$ cat config.mk
export PLATFORM = sky130hd
export DESIGN_NAME = deadtime_gate_drv
export DESIGN_NICKNAME = d
export VERILOG_FILES = /design/src/rtl/deadtime_gate_drv_pkg.sv /design/src/rtl/deadtime_phase.sv /design/src/rtl/deadtime_gate_drv.sv
export SDC_FILE = /design/constraint.sdc
export NUM_CORES = 1
export LEC_CHECK = 0
export CORE_MARGIN = 1.5
export CORE_UTILIZATION = 45
export DETAILED_ROUTE_END_ITERATION = 6
export PLACE_DENSITY = 0.64
export SLEW_MARGIN = 20
export SYNTH_ARGS = -nofsm -noshare
export SYNTH_HDL_FRONTEND = slang
export SYNTH_SLANG_ARGS = --single-unit
$ cat constraint.sdc
create_clock -name CLK -period 3.4 [get_ports CLK]
set_input_delay 0.51 -clock CLK [delete_from_list [all_inputs] [get_ports CLK]]
set_output_delay 0.51 -clock CLK [all_outputs]
set_load 0.01 [all_outputs]
$ cat src/rtl/deadtime_gate_drv_pkg.sv
// Shared types and defaults for the three-phase dead-time gate driver.
// Holds the per-phase FSM encoding and the parameter defaults used by top and phase.
package deadtime_gate_drv_pkg;

    typedef enum logic [1:0] {
        PH_OFF   = 2'd0,
        PH_DEAD  = 2'd1,
        PH_HI_ON = 2'd2,
        PH_LO_ON = 2'd3
    } phase_st_e;

    localparam int DEAD_CYCLES_DEF = 25;
    localparam int CNT_W_DEF       = 8;

endpackage

$ cat src/rtl/deadtime_phase.sv
// One half-bridge leg: OFF/DEAD/HI_ON/LO_ON FSM with dead-time counter and overlap detect.
// Gate outputs are registered; request-to-gate latency from OFF is one cycle, no backpressure.
module deadtime_phase
    import deadtime_gate_drv_pkg::*;
#(
    parameter int DEAD_CYCLES = DEAD_CYCLES_DEF,
    parameter int CNT_W       = CNT_W_DEF
) (
    input  logic clk_i,
    input  logic rst_i,
    input  logic en_i,
    input  logic kill_i,
    input  logic restart_i,
    input  logic hi_req_i,
    input  logic lo_req_i,
    output logic hi_o,
    output logic lo_o,
    output logic ovl_o
);

    localparam logic [CNT_W-1:0] RELOAD = CNT_W'(DEAD_CYCLES - 1);

    phase_st_e        state_q, state_d;
    logic [CNT_W-1:0] cnt_q, cnt_d;
    logic             hi_q, hi_d;
    logic             lo_q, lo_d;

    assign ovl_o = hi_req_i & lo_req_i;
    assign hi_o  = hi_q;
    assign lo_o  = lo_q;

    always_ff @(posedge clk_i or posedge rst_i) begin
        if (rst_i) begin
            state_q <= PH_DEAD;
            cnt_q   <= RELOAD;
            hi_q    <= 1'b0;
            lo_q    <= 1'b0;
        end else begin
            state_q <= state_d;
            cnt_q   <= cnt_d;
            hi_q    <= hi_d;
            lo_q    <= lo_d;
        end
    end

    always_comb begin
        state_d = state_q;
        cnt_d   = cnt_q;
        // A fault clear restarts every leg with a full dead time, whatever it was doing.
        if (restart_i) begin
            state_d = PH_DEAD;
            cnt_d   = RELOAD;
        end else begin
            case (state_q)
                PH_OFF: begin
                    if (en_i && !kill_i) begin
                        if (hi_req_i && !lo_req_i) begin
                            state_d = PH_HI_ON;
                        end else if (lo_req_i && !hi_req_i) begin
                            state_d = PH_LO_ON;
                        end
                    end
                end
                PH_DEAD: begin
                    if (cnt_q == '0) begin
                        state_d = PH_OFF;
                    end else begin
                        cnt_d = cnt_q - 1'b1;
                    end
                end
                PH_HI_ON: begin
                    if (!en_i || kill_i || !hi_req_i || lo_req_i) begin
                        state_d = PH_DEAD;
                        cnt_d   = RELOAD;
                    end
                end
                PH_LO_ON: begin
                    if (!en_i || kill_i || !lo_req_i || hi_req_i) begin
                        state_d = PH_DEAD;
                        cnt_d   = RELOAD;
                    end
                end
                default: begin
                    state_d = PH_DEAD;
                    cnt_d   = RELOAD;
                end
            endcase
        end
        hi_d = (state_d == PH_HI_ON);
        lo_d = (state_d == PH_LO_ON);
    end

endmodule

$ cat src/rtl/deadtime_gate_drv.sv
// Three-phase gate driver: fault latch, qualified fault clear and enable fan-out around three legs.
// Gates follow requests one cycle after OFF; overlap faults blank all gates on the next cycle.
module deadtime_gate_drv
    import deadtime_gate_drv_pkg::*;
#(
    parameter int DEAD_CYCLES = DEAD_CYCLES_DEF,
    parameter int CNT_W       = CNT_W_DEF
) (
    input  logic       CLK,
    input  logic       RST,
    input  logic       EN,
    input  logic       A_in,
    input  logic       AA_in,
    input  logic       B_in,
    input  logic       BB_in,
    input  logic       C_in,
    input  logic       CC_in,
    input  logic       FAULT_CLR,
    output logic       A,
    output logic       AA,
    output logic       B,
    output logic       BB,
    output logic       C,
    output logic       CC,
    output logic       FAULT,
    output logic [2:0] FAULT_PH
);

    logic [2:0] hi_req, lo_req, hi_drv, lo_drv, ovl;
    logic       fault_q, fault_d;
    logic [2:0] fault_ph_q, fault_ph_d;
    logic       any_ovl, clr_ok, kill;

    assign hi_req  = {C_in, B_in, A_in};
    assign lo_req  = {CC_in, BB_in, AA_in};
    assign any_ovl = |ovl;
    // An overlap seen this cycle already blanks the gates, ahead of the latch catching up.
    assign kill    = fault_q | any_ovl;
    assign clr_ok  = FAULT_CLR & fault_q & ~any_ovl;

    for (genvar p = 0; p < 3; p++) begin : g_ph
        deadtime_phase #(
            .DEAD_CYCLES (DEAD_CYCLES),
            .CNT_W       (CNT_W)
        ) u_phase (
            .clk_i     (CLK),
            .rst_i     (RST),
            .en_i      (EN),
            .kill_i    (kill),
            .restart_i (clr_ok),
            .hi_req_i  (hi_req[p]),
            .lo_req_i  (lo_req[p]),
            .hi_o      (hi_drv[p]),
            .lo_o      (lo_drv[p]),
            .ovl_o     (ovl[p])
        );
    end

    always_ff @(posedge CLK or posedge RST) begin
        if (RST) begin
            fault_q    <= 1'b0;
            fault_ph_q <= 3'b000;
        end else begin
            fault_q    <= fault_d;
            fault_ph_q <= fault_ph_d;
        end
    end

    always_comb begin
        fault_d    = fault_q;
        fault_ph_d = fault_ph_q;
        if (any_ovl) begin
            fault_d    = 1'b1;
            fault_ph_d = fault_ph_q | ovl;
        end else if (clr_ok) begin
            fault_d    = 1'b0;
            fault_ph_d = 3'b000;
        end
    end

    assign {C, B, A}    = hi_drv;
    assign {CC, BB, AA} = lo_drv;
    assign FAULT        = fault_q;
    assign FAULT_PH     = fault_ph_q;

endmodule
==> summary.md <==
| Metric | Value |
|---|---|
| Starting Density | 47.14% |
| Die area | 0.005447 mm² |
| Sink Count | 40 |
| CP bufs+invs | 2 |
| Most used DFF post-synth | dfrtp_1 |
| Detailed Routing Iterations Pass 1 | 4 |
| Maxcap violations | 0 |
| IO Port Bufs | 19 |
| Arr. time, crit path | 2.72 ns |
| Cell Area, Synth | 0.002256 mm² |
| Setup TNS | 0 ns |
| Final min period | 2.501 ns |
| Pwr dens | 738.8 mW/mm² |
| Post-synth ARST share | 100.0% |
| Initial DRC Count | 138 |
| Layout cell share with drive strength beyond 1 | 8.915% |
| Max IR drop VDD | 0.3783 mV |
| CP required | 3.62 ns |
| Leading area contributor after synthesis | dfrtp_1 |
| CP Launch Point | CC_in |
| Cell count after synthesis | 235 |
| Status | complete, no violations |
| RSZ-0062 raised after global routing | no |
| Crit path max-delay family | compound AO/OA/AOI/OAI gates |
| Yosys cell types | 49 |
| First-pass GRT wire length | 7.948 mm |
| Skew final | 0.002780 ns |
| Multi-input gate area | 0.001167 mm² |
| Synth warnings | 0 |
| Synthesized area per cell | 9.600 µm² |
| Post-place setup slack | 0.6058 ns |
| Worst Slack Setup Final | 0.8995 ns |
| Buffer levels on the longest clock path | 2 |
| Number of global-route vias before repair | 1636 |
| Reg2Reg Depth | 7 |
| Yosys reg bits | 40 |
| Period utilisation layout | 73.54% |
| Slew headroom | 59.82% |
| I/O pin cnt | 20 |
| CTS tree | done |
| Grt met2 use | 27.53% |
| Largest net degree at the start of global routing | 41 |
| Worst Setup EP | g_ph[0].u_phase.cnt_q[5]$_DFFE_PP0P_ |
| Die H | 73.81 µm |
| Critical path class | input pin to flop |
| Peak Freq | 0.3999 GHz |
| Via density | 5.443 |
| Met1 Track Usage GR | 28.55% |
| Clock H-tree levels | 2 |
| TritonCTS Buffers | 5 |
| Most frequent cells in the layout | dfrtp_1, nor2_1, nand2_1, clkdlybuf4s50_1, inv_1 |
| Number of synthesized flops with an enable pin | 0 |
| Pleak | 1.119 nW |
| Row Count | 25 |
| Detailed-route wire length per cell | 14.20 µm |
| ANT cells | 0 |
| Core Region | 0.004786 mm² |
| Initial antenna violation count | 0 |
| # DRC | 0 |
| FF-to-FF setup slack | 1.09 ns |
| Slew Viols, Final | 0 |
| Met3 GRT Util | 4.390% |
| FF-to-FF End | g_ph[1].u_phase.cnt_q[1]$_DFFE_PP0P_ |
| Maximum net fanout on the critical path | 11 |
| Remaining global-route overflow | 0 |
| Sequential fraction of the synthesis area | 44.87% |
| Worst Tran Pin Value | 0.6028 ns |
| Mapped Nets | 251 |
| CP startpoint kind | input pin |
| Hold/Removal Path Class | flop to flop |
| Clk root buf | clkbuf_8 |
| Post-synth top area share | 34.39% |
| NumNets Final | 273 |
| Clk slew on worst S/H paths | 0.08 ns |
| Crit path capture type | flop |
| CP max stage cell | clkdlybuf4s50_1 |
| Overall Global Routing Usage | 19.14% |
| Detailed-route via count | 1769 |
| Die width | 73.81 µm |
| Final wirelength | 4.615 mm |
| Sequential cell area | 0.001012 mm² |
| Reg-to-reg critical path startpoint | g_ph[1].u_phase.cnt_q[0]$_DFFE_PP0P_ |
| GP Congestion | 0.7752 |
| Commonest non-fill, non-tap cell in the layout | dfrtp_1 |
| Cell depth of the worst setup path | 7 |
| Cts hold-fix bufs | 0 |
| Layout fillers | 416 |
| # Post-CTS Setup Buffers | 0 |
| Cell Chain, Critical Path | clkdlybuf4s50_1 > a222oi_1 > buf_4 > a21o_1 > o21ai_2 > or4_1 > a21oi_1 |
| Area grow syn2layout | 16.20% |
| DP HPWL | 3.206 mm |
| Fin. Hold Viols | 0 |
| Worst path max stage delay | 0.53 ns |
| Most used routing layer | met1 |
| Clock Latency Late Sink | 0.29 ns |
| Cts repair resizes | 0 |
| Synth top area cells | dfrtp_1, dfstp_2, nor2_1, ha_1, nand2_1 |
| Final Setup Violations | 0 |
| Post-DRT Antenna Nets | 0 |
power breakdown:
part / internal, W / leakage, nW / switching, W
clock: 0.000218 / 0.0552 / 0.000167
sequential: 0.000661 / 0.497 / 0.000195
combinational: 0.000341 / 0.567 / 0.000355
worst min-delay path: stages (launching register included):
cell and delay [ns]:
dfrtp_1 0.36, a21oi_1 0.04, nor2_1 0.08
kinds of logic after synthesis:
logic type | count (synthesis) | share of synthesized area [%]
fa+ha+maj | 6 | 3.328
buf+inv | 18 | 3.383
compound gates | 60 | 19.80
flops | 40 | 44.87
simple gates | 99 | 23.68
xor+xnor | 7 | 2.718
mux | 5 | 2.219
metrics by stage:
step / cells / hold slack [ns] / total power [W] / instance area (µm²) / util [%]
6_report: 325 / 0.5165 / 0.001937 / 2621 / 54.77
3_3_place_gp: 317 / 0.4885 / 0.001542 / 2514 / 52.52
3_5_place_dp: 317 / 0.4907 / 0.001551 / 2514 / 52.52
4_1_cts: 325 / 0.5204 / 0.001952 / 2621 / 54.77
5_1_grt: 325 / 0.5405 / 0.002093 / 2621 / 54.77
2_1_floorplan: 235 / 0.5016 / 0.001387 / 2256 / -
how the worst min path moves through the flow:
stage | end | depth (start not counted) | slack [ns] | from
detailed placement | FAULT_PH[1]$_DFFE_PP0P_ | 2 | 0.49 | FAULT_PH[1]$_DFFE_PP0P_
finish | FAULT_PH[1]$_DFFE_PP0P_ | 2 | 0.52 | FAULT_PH[1]$_DFFE_PP0P_
floorplan | g_ph[0].u_phase.cnt_q[4]$_DFFE_PP1P_ | 2 | 0.50 | g_ph[0].u_phase.cnt_q[4]$_DFFE_PP1P_
global route | FAULT_PH[0]$_DFFE_PP0P_ | 1 | 0.54 | FAULT_PH[0]$_DFFE_PP0P_
CTS | FAULT_PH[1]$_DFFE_PP0P_ | 2 | 0.52 | FAULT_PH[1]$_DFFE_PP0P_
global placement | FAULT_PH[1]$_DFFE_PP0P_ | 2 | 0.49 | FAULT_PH[1]$_DFFE_PP0P_
final cells by class:
cell class              count  area share [%]
flip-flops and latches     40           38.62
inverters                  12           1.718
repair buffers             21           7.828
clock inverters             2           1.337
multi-input cells         177           44.53
well taps                  67           3.198
clock buffers               6           2.769
routing by layer:
layer  part of all wire (%)  vias up
met3                    3.8        5
met5                      0        -
li1                       -      901
met2                     42       31
met1                     53      832
met4                   0.91        0
registers in the layout, summed over array words and instances, names as in the netlist:
signal,cells
g_ph.u_phase.cnt_q,24
g_ph.u_phase.lo_o,3
g_ph.u_phase.hi_o,3
FAULT,1
FAULT_PH,3
g_ph.u_phase.state_q,6
cell usage after synthesis, types with 4 or more instances:
library cell,n
dfrtp_1,31
nor2_1,25
nand2_1,19
inv_1,12
o21ai_0,11
nor3_1,10
dfstp_2,9
a21oi_1,6
and2_1,6
ha_1,6
mux2i_1,5
nor2b_1,5
o211ai_1,5
o21a_1,5
o31ai_1,5
xor2_1,5
a21o_1,4
clkbuf_1,4
nand3b_1,4
nor3b_1,4
or3_1,4
Power figures use the tool's default switching activity.
